`src/rtl/ir_pulse_scheduler_if.sv`:
```
// Pulse-queue handshake bundle for ir_pulse_scheduler.
// A code source drives the master side and the scheduler sits on the slave side.
//   pulse_valid_in   master->slave  an entry is offered
//   pulse_ready_out  slave->master  the queue can accept the entry
//   pulse_mark_in    master->slave  mark (carrier on) duration
//   pulse_space_in   master->slave  space (LED off) duration
//   pulse_last_in    master->slave  this entry ends the code
interface ir_pulse_scheduler_if #(
  parameter int DELAY_WIDTH = 16
);
  logic                   pulse_valid_in;
  logic                   pulse_ready_out;
  logic [DELAY_WIDTH-1:0] pulse_mark_in;
  logic [DELAY_WIDTH-1:0] pulse_space_in;
  logic                   pulse_last_in;

  modport master (
    output pulse_valid_in, pulse_mark_in, pulse_space_in, pulse_last_in,
    input  pulse_ready_out
  );

  modport slave (
    input  pulse_valid_in, pulse_mark_in, pulse_space_in, pulse_last_in,
    output pulse_ready_out
  );
endinterface

```
`src/rtl/ir_pulse_scheduler.sv`:
```
// ir_pulse_scheduler
// Buffers (mark, space, last) entries and plays them through the shared
// ctc_generator / delay_timer pair: carrier on for the mark, LED off for the
// space.
//   clock_in, reset_in        clock, synchronous active-high reset
//   carrier_value_in/load_in  carrier half-period load (honoured in IDLE only)
//   pulse_if (slave)          valid/ready entry queue
//   abort_in                  stop immediately, flush the queue
//   ctc_*_out                 to ctc_generator
//   delay_*_out, delay_busy_in  to/from delay_timer
//   busy_out                  sequencer not idle
//   done_out                  one-cycle pulse when a last entry completes
//   underrun_out              sticky: queue ran dry in the middle of a code
module ir_pulse_scheduler #(
  parameter int CTC_WIDTH   = 8,
  parameter int DELAY_WIDTH = 16,
  parameter int DEPTH       = 4
) (
  input  logic                   clock_in,
  input  logic                   reset_in,
  input  logic [CTC_WIDTH-1:0]   carrier_value_in,
  input  logic                   carrier_load_in,
  ir_pulse_scheduler_if.slave    pulse_if,
  input  logic                   abort_in,
  output logic                   ctc_enable_out,
  output logic                   ctc_forced_out,
  output logic                   ctc_wr_strobe_out,
  output logic [CTC_WIDTH-1:0]   ctc_value_out,
  output logic                   delay_enable_out,
  output logic                   delay_start_strobe_out,
  output logic [DELAY_WIDTH-1:0] delay_value_out,
  input  logic                   delay_busy_in,
  output logic                   busy_out,
  output logic                   done_out,
  output logic                   underrun_out
);

  localparam int AW = $clog2(DEPTH);

  typedef enum logic [2:0] {
    IDLE, LOAD_MARK, MARK_ARM, MARK, LOAD_SPACE, SPACE_ARM, SPACE
  } state_t;

  state_t state, state_d;

  // ---------------- entry queue ----------------
  logic [DELAY_WIDTH-1:0] q_mark  [DEPTH];
  logic [DELAY_WIDTH-1:0] q_space [DEPTH];
  logic                   q_last  [DEPTH];
  logic [AW-1:0]          wr_ptr, rd_ptr;
  logic [AW:0]            count;
  logic                   full, empty, push, pop;

  assign full  = (count == (AW+1)'(DEPTH));
  assign empty = (count == '0);
  assign pop   = (state == LOAD_MARK);
  // A pop in LOAD_MARK frees a slot in the same cycle, so a full queue can
  // still take an entry then.
  assign pulse_if.pulse_ready_out = !reset_in && (!full || pop);
  assign push  = pulse_if.pulse_valid_in && pulse_if.pulse_ready_out && !abort_in;

  always_ff @(posedge clock_in) begin
    if (reset_in || abort_in) begin
      wr_ptr <= '0;
      rd_ptr <= '0;
      count  <= '0;
    end else begin
      if (push) wr_ptr <= wr_ptr + 1'b1;
      if (pop)  rd_ptr <= rd_ptr + 1'b1;
      case ({push, pop})
        2'b10:   count <= count + 1'b1;
        2'b01:   count <= count - 1'b1;
        default: count <= count;
      endcase
    end
  end

  always_ff @(posedge clock_in) begin
    if (push) begin
      q_mark[wr_ptr]  <= pulse_if.pulse_mark_in;
      q_space[wr_ptr] <= pulse_if.pulse_space_in;
      q_last[wr_ptr]  <= pulse_if.pulse_last_in;
    end
  end

  // Entry that LOAD_MARK will work on. From an empty queue in IDLE it is the
  // one being pushed right now, so the mark strobe can already be visible in
  // the LOAD_MARK cycle.
  logic [DELAY_WIDTH-1:0] head_mark, head_space;
  logic                   head_last;

  always_comb begin
    if (empty) begin
      head_mark  = pulse_if.pulse_mark_in;
      head_space = pulse_if.pulse_space_in;
      head_last  = pulse_if.pulse_last_in;
    end else begin
      head_mark  = q_mark[rd_ptr];
      head_space = q_space[rd_ptr];
      head_last  = q_last[rd_ptr];
    end
  end

  // ---------------- sequencer ----------------
  logic [DELAY_WIDTH-1:0] work_mark, work_space;
  logic                   work_last;
  logic                   space_exit, done_d, underrun_d;

  assign space_exit = ((state == LOAD_SPACE) && (work_space == '0)) ||
                      ((state == SPACE) && !delay_busy_in);

  always_comb begin
    state_d    = state;
    done_d     = 1'b0;
    underrun_d = 1'b0;
    case (state)
      IDLE:       if (!empty || push) state_d = LOAD_MARK;
      LOAD_MARK:  state_d = (work_mark != '0) ? MARK_ARM : LOAD_SPACE;
      MARK_ARM:   state_d = MARK;
      MARK:       if (!delay_busy_in) state_d = LOAD_SPACE;
      LOAD_SPACE: if (work_space != '0) state_d = SPACE_ARM;
      SPACE_ARM:  state_d = SPACE;
      SPACE:      state_d = SPACE;
      default:    state_d = IDLE;
    endcase
    if (space_exit) begin
      if (work_last) begin
        done_d  = 1'b1;
        state_d = IDLE;
      end else if (!empty) begin
        state_d = LOAD_MARK;
      end else begin
        underrun_d = 1'b1;
        state_d    = IDLE;
      end
    end
    if (abort_in) begin
      state_d    = IDLE;
      done_d     = 1'b0;
      underrun_d = 1'b0;
    end
  end

  assign ctc_forced_out = 1'b0;

  // Outputs are registered from the next state so each level and strobe
  // lines up with the state it belongs to.
  always_ff @(posedge clock_in) begin
    if (reset_in) begin
      state                  <= IDLE;
      work_mark              <= '0;
      work_space             <= '0;
      work_last              <= 1'b0;
      ctc_enable_out         <= 1'b0;
      ctc_wr_strobe_out      <= 1'b0;
      ctc_value_out          <= '0;
      delay_enable_out       <= 1'b0;
      delay_start_strobe_out <= 1'b0;
      delay_value_out        <= '0;
      busy_out               <= 1'b0;
      done_out               <= 1'b0;
      underrun_out           <= 1'b0;
    end else begin
      state                  <= state_d;
      ctc_enable_out         <= (state_d == MARK_ARM) || (state_d == MARK);
      delay_enable_out       <= (state_d != IDLE);
      busy_out               <= (state_d != IDLE);
      done_out               <= done_d;
      ctc_wr_strobe_out      <= 1'b0;
      delay_start_strobe_out <= 1'b0;

      if ((state == IDLE) && carrier_load_in && !abort_in) begin
        ctc_value_out     <= carrier_value_in;
        ctc_wr_strobe_out <= 1'b1;
      end

      if (underrun_d)
        underrun_out <= 1'b1;
      else if ((state == IDLE) && (state_d == LOAD_MARK))
        underrun_out <= 1'b0;

      if (state_d == LOAD_MARK) begin
        work_mark  <= head_mark;
        work_space <= head_space;
        work_last  <= head_last;
        if (head_mark != '0) begin
          delay_value_out        <= head_mark;
          delay_start_strobe_out <= 1'b1;
        end
      end else if ((state_d == LOAD_SPACE) && (work_space != '0)) begin
        delay_value_out        <= work_space;
        delay_start_strobe_out <= 1'b1;
      end
    end
  end

endmodule

```
`src/flat_wrapper.sv`:
```
// flat-port wrapper written by rule: the top's interface ports become plain ports
module ir_pulse_scheduler_flat 
#(
  parameter int CTC_WIDTH   = 8,
  parameter int DELAY_WIDTH = 16,
  parameter int DEPTH       = 4
)
  (clock_in, reset_in, carrier_value_in, carrier_load_in, abort_in, ctc_enable_out, ctc_forced_out, ctc_wr_strobe_out, ctc_value_out, delay_enable_out, delay_start_strobe_out, delay_value_out, delay_busy_in, busy_out, done_out, underrun_out, pulse_if_pulse_valid_in, pulse_if_pulse_mark_in, pulse_if_pulse_space_in, pulse_if_pulse_last_in, pulse_if_pulse_ready_out);
  ir_pulse_scheduler_if #(.DELAY_WIDTH(DELAY_WIDTH)) pulse_if_i ();
  input  logic clock_in;
  input  logic reset_in;
  input  logic [CTC_WIDTH-1:0] carrier_value_in;
  input  logic carrier_load_in;
  input  logic abort_in;
  output logic ctc_enable_out;
  output logic ctc_forced_out;
  output logic ctc_wr_strobe_out;
  output logic [CTC_WIDTH-1:0] ctc_value_out;
  output logic delay_enable_out;
  output logic delay_start_strobe_out;
  output logic [DELAY_WIDTH-1:0] delay_value_out;
  input  logic delay_busy_in;
  output logic busy_out;
  output logic done_out;
  output logic underrun_out;
  input wire logic [$bits(pulse_if_i.pulse_valid_in)-1:0] pulse_if_pulse_valid_in;
  input wire logic [$bits(pulse_if_i.pulse_mark_in)-1:0] pulse_if_pulse_mark_in;
  input wire logic [$bits(pulse_if_i.pulse_space_in)-1:0] pulse_if_pulse_space_in;
  input wire logic [$bits(pulse_if_i.pulse_last_in)-1:0] pulse_if_pulse_last_in;
  output wire logic [$bits(pulse_if_i.pulse_ready_out)-1:0] pulse_if_pulse_ready_out;
  assign pulse_if_i.pulse_valid_in = pulse_if_pulse_valid_in;
  assign pulse_if_i.pulse_mark_in = pulse_if_pulse_mark_in;
  assign pulse_if_i.pulse_space_in = pulse_if_pulse_space_in;
  assign pulse_if_i.pulse_last_in = pulse_if_pulse_last_in;
  assign pulse_if_pulse_ready_out = pulse_if_i.pulse_ready_out;
  ir_pulse_scheduler #(.CTC_WIDTH(CTC_WIDTH), .DELAY_WIDTH(DELAY_WIDTH), .DEPTH(DEPTH)) u_core (.clock_in(clock_in), .reset_in(reset_in), .carrier_value_in(carrier_value_in), .carrier_load_in(carrier_load_in), .pulse_if(pulse_if_i), .abort_in(abort_in), .ctc_enable_out(ctc_enable_out), .ctc_forced_out(ctc_forced_out), .ctc_wr_strobe_out(ctc_wr_strobe_out), .ctc_value_out(ctc_value_out), .delay_enable_out(delay_enable_out), .delay_start_strobe_out(delay_start_strobe_out), .delay_value_out(delay_value_out), .delay_busy_in(delay_busy_in), .busy_out(busy_out), .done_out(done_out), .underrun_out(underrun_out));
endmodule
```
`config.mk`:
```
export PLATFORM = sky130hd
export DESIGN_NAME = ir_pulse_scheduler_flat
export DESIGN_NICKNAME = d
export VERILOG_FILES = /design/src/rtl/ir_pulse_scheduler_if.sv /design/src/rtl/ir_pulse_scheduler.sv /design/src/flat_wrapper.sv
export SDC_FILE = /design/constraint.sdc
export NUM_CORES = 1
export LEC_CHECK = 0
export CORE_ASPECT_RATIO = 1.25
export CORE_MARGIN = 1.5
export CORE_UTILIZATION = 46
export DETAILED_ROUTE_END_ITERATION = 8
export HOLD_SLACK_MARGIN = 0.12
export PLACE_DENSITY = 0.68
export REMOVE_ABC_BUFFERS = 1
export SKIP_CTS_REPAIR_TIMING = 1
export SLEW_MARGIN = 20
export SYNTH_ARGS = -nofsm -noshare
export SYNTH_HDL_FRONTEND = slang
export SYNTH_SLANG_ARGS = --single-unit
```
`constraint.sdc`:
```
create_clock -name clock_in -period 3.93 [get_ports clock_in]
set_input_delay 0.393 -clock clock_in [delete_from_list [all_inputs] [get_ports clock_in]]
set_output_delay 0.393 -clock clock_in [all_outputs]
set_load 0.005 [all_outputs]
```
After elaboration in Yosys (flattened, before gate mapping) --
Memory sizes are Yosys's and may differ from the RTL's. A register that Yosys moved wholly into a read port is not among the register bits. Index checks and enable logic that the tools add are counted.
Storage, ports and cells: bits in writable memories 132, memories kept 3, input bits 47, bits in read-only memories 0, output and inout bits 33, bits in latches 0, bits in registers 73, word-level logic and storage cells 104
Cells by class: reduce and logical (&&, ||, !) cells 32, magnitude comparators 0, equality and inequality tests 14, multipliers 0, bitwise logic cells 1, div/mod/pow operators 0, shift operators 0, $add $sub $neg 4, multiplexer cells 35
Memories:
- u_core.q_mark | words 4, bits a word 16, read ports 1, clocked after memory_dff 1, wr ports 1, line ir_pulse_scheduler.sv:47 | logic [DELAY_WIDTH-1:0] q_mark [DEPTH];
- u_core.q_space | words 4, bits a word 16, read ports 1, clocked after memory_dff 1, wr ports 1, line ir_pulse_scheduler.sv:48 | logic [DELAY_WIDTH-1:0] q_space [DEPTH];
- u_core.q_last | words 4, bits a word 1, read ports 1, clocked after memory_dff 1, wr ports 1, line ir_pulse_scheduler.sv:49 | logic q_last [DEPTH];
Operators with widths (number):
- 16-bit 2-to-1 mux | 5
- 16-bit nonzero test | 3
- 3-bit 2-to-1 mux | 7
- 3-bit case mux with 6 select lines | 1
- 16-bit logical NOT | 1
- 3-bit == test (second input constant) | 5
- 1-bit 2-to-1 mux | 15
- 3-bit by 2-bit == test with 1-bit output (second input constant) | 4
- 2-bit 2-to-1 mux | 6
- 1-bit logical AND | 9
- 3-bit by 1-bit == test with 1-bit output (second input constant) | 2
- 3-bit logical NOT | 2
- 3-bit case mux with 2 select lines | 1
- 2-bit nonzero test | 3
- 1-bit logical NOT | 5
- 1-bit logical OR | 5
- 2-bit by 1-bit adder with 2-bit output (second input constant) | 2
- 3-bit by 1-bit adder with 3-bit output (second input constant) | 1
- 3-bit nonzero test | 1
- 3-bit OR reduction | 1
- 3-bit by 1-bit subtractor with 3-bit output (second input constant) | 1
- 2-bit by 1-bit == test with 1-bit output (second input constant) | 1
- 2-bit == test (second input constant) | 1
- 2-bit != test (second input constant) | 1
- 3 further kinds | 3

Logic depth before layout (Yosys ltp) --
depth after elaboration 15, mapped depth 11, gate-level depth less buffers 10

Worst setup path after synthesis --
No wires, ideal clock.
path type reg-to-reg, from register u_core.state[0], to memory u_core.q_last[0] (enable), stages on the path, launching flop included 5, library setup time 393 ps, data arrival time 2062 ps, clock period less this slack 2455 ps, required time 3537 ps, path buffers 1, setup slack 1475 ps, path through dfxtp_1 clkbuf_1 nand2_1 a31oi_1 and2_1
Between the ends: word-level cells in the longest chain between the ends 7
RTL lines:
- start: declaration | line ir_pulse_scheduler.sv:44 | state_t state, state_d;
- start signal: assignment | line ir_pulse_scheduler.sv:164 | state <= state_d;
- 3-bit by 1-bit == test with 1-bit output | line ir_pulse_scheduler.sv:56 | assign pop = (state == LOAD_MARK);
- 1-bit logical OR | line ir_pulse_scheduler.sv:59 | assign pulse_if.pulse_ready_out = !reset_in && (!full || pop);
- 1-bit logical AND | line ir_pulse_scheduler.sv:59
- 1-bit logical AND (2 in series) | line ir_pulse_scheduler.sv:60 | assign push = pulse_if.pulse_valid_in && pulse_if.pulse_ready_out && !abort_in;
- 1-bit 2-to-1 mux | line ir_pulse_scheduler.sv:79 | if (push) begin
- 1-bit 2-to-1 mux (implied by the code) | line ir_pulse_scheduler.sv:82 | q_last[wr_ptr] <= pulse_if.pulse_last_in;
- end: declaration | line ir_pulse_scheduler.sv:49
Every way passes these cells.

==> flow_summary.yaml <==
routing:
  viasPerCell: 5.77
  wl_per_cell_microns: 20.1
  drt.antenna.violating_nets: 0
  post-route-drc-count: 0
  via_count: 5204
  drt_iter0_drc: 422
  wl_mm: 18.2
  dr.pass1.iters: 5
global_routing:
  overflow: 0
  first_global_vias: 5325
  grt_max_degree: 65
  grt_antenna_before_repair: 0
  grt_use_total_pct: 19.7
  grt_pass1_wl_mm: 28.8
setup_path:
  worstPathMaxFanout: 17
  timing.rr.end: "u_core.delay_value_out[13]$_SDFFE_PP0P_"
  r2r_cells: 6
  end_kind: "flop"
  cp-start-kind: "flop"
  cp_slowest_cell: "o41ai_4"
  cpPeakStageDelay_ns: 0.74
  crit_arrival_ns: 3.71
  worst_ep_required_time_ns: 4.33
  crit_type: "reg -> reg"
  crit_chain: "mux4_1 -> nor4_1 -> nand3_1 -> o41ai_4 -> o311ai_0 -> o21ai_0"
  reg2reg_setup_slack_ns: 0.62
power:
  powerDensity_mw_per_mm2: 477
  p_total_mw: 4.82
  comb_power_share_pct: 7.6
  p_switching_mw: 1.01
  ir_drop_mv: 0.341
  p_leak_nw: 3.43
  swShare_pct: 20.9
  p_int_mw: 3.81
  p_clk_share_pct: 42.5
  p_seq_share_pct: 50.0
sta:
  post-route-period-util_pct: 84.1
  final-setup-viol-count: 0
  tightest_slew_ns: 1.02
  final-hold-violation-count: 0
  drv_slew: 0
  grt_setup_unrepaired: "no"
  skew_ns: 0.0148
  period_minus_slack_ns: 3.31
  slew_headroom_pct: 31.9
  fin_setup_tns_ns: 0
  fmax_mhz: 302
placed_design:
  placed_area_sq_mm: 0.00940
  numPortBuffers: 78
  gp_congestion: 0.845
  dp_hpwl_mm: 12.0
yosys:
  synth-warning-count: 0
  synth_area_sq_mm: 0.00841
  yosys-top-cells-area: "edfxtp_1, dfxtp_1, mux4_2, mux2i_1, mux2_2"
  ys.flop_type: "edfxtp_1"
  syn_inst: 585
  async_reset_ff_share_pct: 0
  avgSynthCellArea_sq_um: 14.4
  synth-edff-count: 132
  synth-seq-cells: 207
  yosysTopAreaCellShare_pct: 47.1
  synthTopCellsByCount: "edfxtp_1, dfxtp_1, nand2_1"
  synth_top_cell_by_area: "edfxtp_1"
  yosys.cell_count.top_type: "edfxtp_1"
  ys_seq_area_share_pct: 65.0
  yosysUniqueCellTypes: 46
floorplan:
  io_pins: 80
  die_w_microns: 124
  fp.dieH_microns: 154
  num_rows: 55
  core_sq_mm: 0.0180
  initial_core_util_pct: 46.6
  die_area_sq_mm: 0.0191
layout:
  area_growth_pct: 20.3
  fin_nets: 713
  drive_gt1_share_pct: 14.1
  antenna_cells: 0
  final_cell_area_sq_mm: 0.0101
clock_tree:
  clkTransAtPathRegs_ns: 0.06
  htreeDepth: 1
  cts_buffers: 20
  cts-root-buf: "clkbuf_16"
  cts_tree: "done"
  clock-sinks: 207
  clk_latency_ns: 0.49
  clockBufferDepth: 3
hold_path:
  holdPathStages: 3
  min_path_type: "in -> reg"
  worstHoldStart: "reset_in"
  hold_end: "u_core.done_out$_SDFF_PP0_"
run_status:
  status: "complete, no violations"
job:
  maxCapViolations: 0
==> layout make-up <==
cell class / instances / area [sq um]
inverters: 8 / 30.0
clock inverters: 11 / 153
clock buffers: 25 / 562
fillers: 1455 / 7910
repair buffers: 93 / 901
multi-input cells: 330 / 2720
well taps: 228 / 285
flip-flops and latches: 207 / 5470
==> worst max-delay path by stage <==
stage | start | depth (start not counted) | to | slack [ns]
global placement | flop | 6 | u_core.delay_start_strobe_out$_SDFF_PP0_ | 0.78
finish | flop | 6 | u_core.delay_value_out[13]$_SDFFE_PP0P_ | 0.62
global route | flop | 6 | u_core.delay_value_out[14]$_SDFFE_PP0P_ | 0.52
detailed placement | flop | 6 | u_core.delay_value_out[13]$_SDFFE_PP0P_ | 0.73
floorplan | u_core.count[0]$_SDFFE_PP0P_ | 6 | u_core.delay_value_out[12]$_SDFFE_PP0P_ | -1.59
CTS | flop | 6 | u_core.delay_value_out[10]$_SDFFE_PP0P_ | 0.70
==> power groups by stage <==
stage	Clock (mW)	Combinational (mW)	Sequential, mW
floorplan	0	0.185	2.44
detailed placement	0	0.364	2.46
global placement	0	0.351	2.45
global route	2.18	0.403	2.41
finish	2.05	0.365	2.41
CTS	2.08	0.367	2.41
==> routing by layer <==
layer	routed length, microns	track usage, %	up-vias
li1	-	-	2422
met1	7420	25.4	2563
met2	9170	33.6	180
met3	946	2.69	39
met4	627	7.74	0
met5	0	0	-
==> worst max-delay path: cells and delay by family (launching register included) <==
| kind | cells | cell delay (ns) |
|---|---|---|
| AO/OA/AOI/OAI | 3 | 1.15 |
| flip-flops | 1 | 0.72 |
| multiplexers | 1 | 0.65 |
| AND/OR/NAND/NOR | 2 | 0.69 |
==> cells in the final DEF (no fill, tap or decap), types with 5 or more instances in the layout <==
| master | count |
|---|---|
| ha_1 | 5 |
| a21oi_1 | 25 |
| nand3_1 | 6 |
| clkdlybuf4s50_1 | 77 |
| buf_4 | 14 |
| dfxtp_1 | 74 |
| o21ai_0 | 18 |
| nor2_1 | 41 |
| clkbuf_16 | 22 |
| nand2_1 | 42 |
| mux2_2 | 16 |
| and2_1 | 5 |
| a211oi_1 | 18 |
| o211ai_1 | 5 |
| inv_1 | 10 |
| nor2b_1 | 5 |
| o311ai_0 | 13 |
| mux4_2 | 27 |
| mux2i_1 | 25 |
| nor4_1 | 14 |
| edfxtp_1 | 132 |
| mux4_1 | 6 |
| a22oi_1 | 13 |
==> kinds of logic after synthesis <==
kind of cell / share of synthesized area, %
flops: 65.0
compound gates: 9.10
xor+xnor: 0.521
buf+inv: 2.75
simple gates: 7.39
other cells: 0.0446
mux: 14.2
fa+ha+maj: 0.982
==> state kept, by name (all words and copies together), names as in the netlist, named ones only <==
| register | count |
|---|---|
| u_core.count | 3 |
| u_core.rd_ptr | 2 |
| u_core.ctc_enable_out | 1 |
| u_core.underrun_out | 1 |
| u_core.done_out | 1 |
| u_core.q_mark | 64 |
| u_core.ctc_value_out | 8 |
| u_core.q_space | 64 |
| u_core.work_last | 1 |
| u_core.state | 3 |
| u_core.delay_enable_out | 1 |
| u_core.delay_value_out | 16 |
| u_core.delay_start_strobe_out | 1 |
| u_core.work_space | 16 |
| u_core.work_mark | 16 |
| u_core.q_last | 4 |
| u_core.ctc_wr_strobe_out | 1 |
| u_core.wr_ptr | 2 |
==> stage by stage <==
stage	util (%)	hold slack, ns	worst slack (ns)	cells
after floorplan	-	0.430	-1.59	545
after global placement	52.2	0.443	0.782	866
after detailed placement	52.2	0.449	0.735	866
after CTS	56.1	0.219	0.704	902
after global routing	56.1	0.253	0.524	902
final	56.1	0.230	0.624	902
Note: power is estimated with default switching activity, not from simulation.
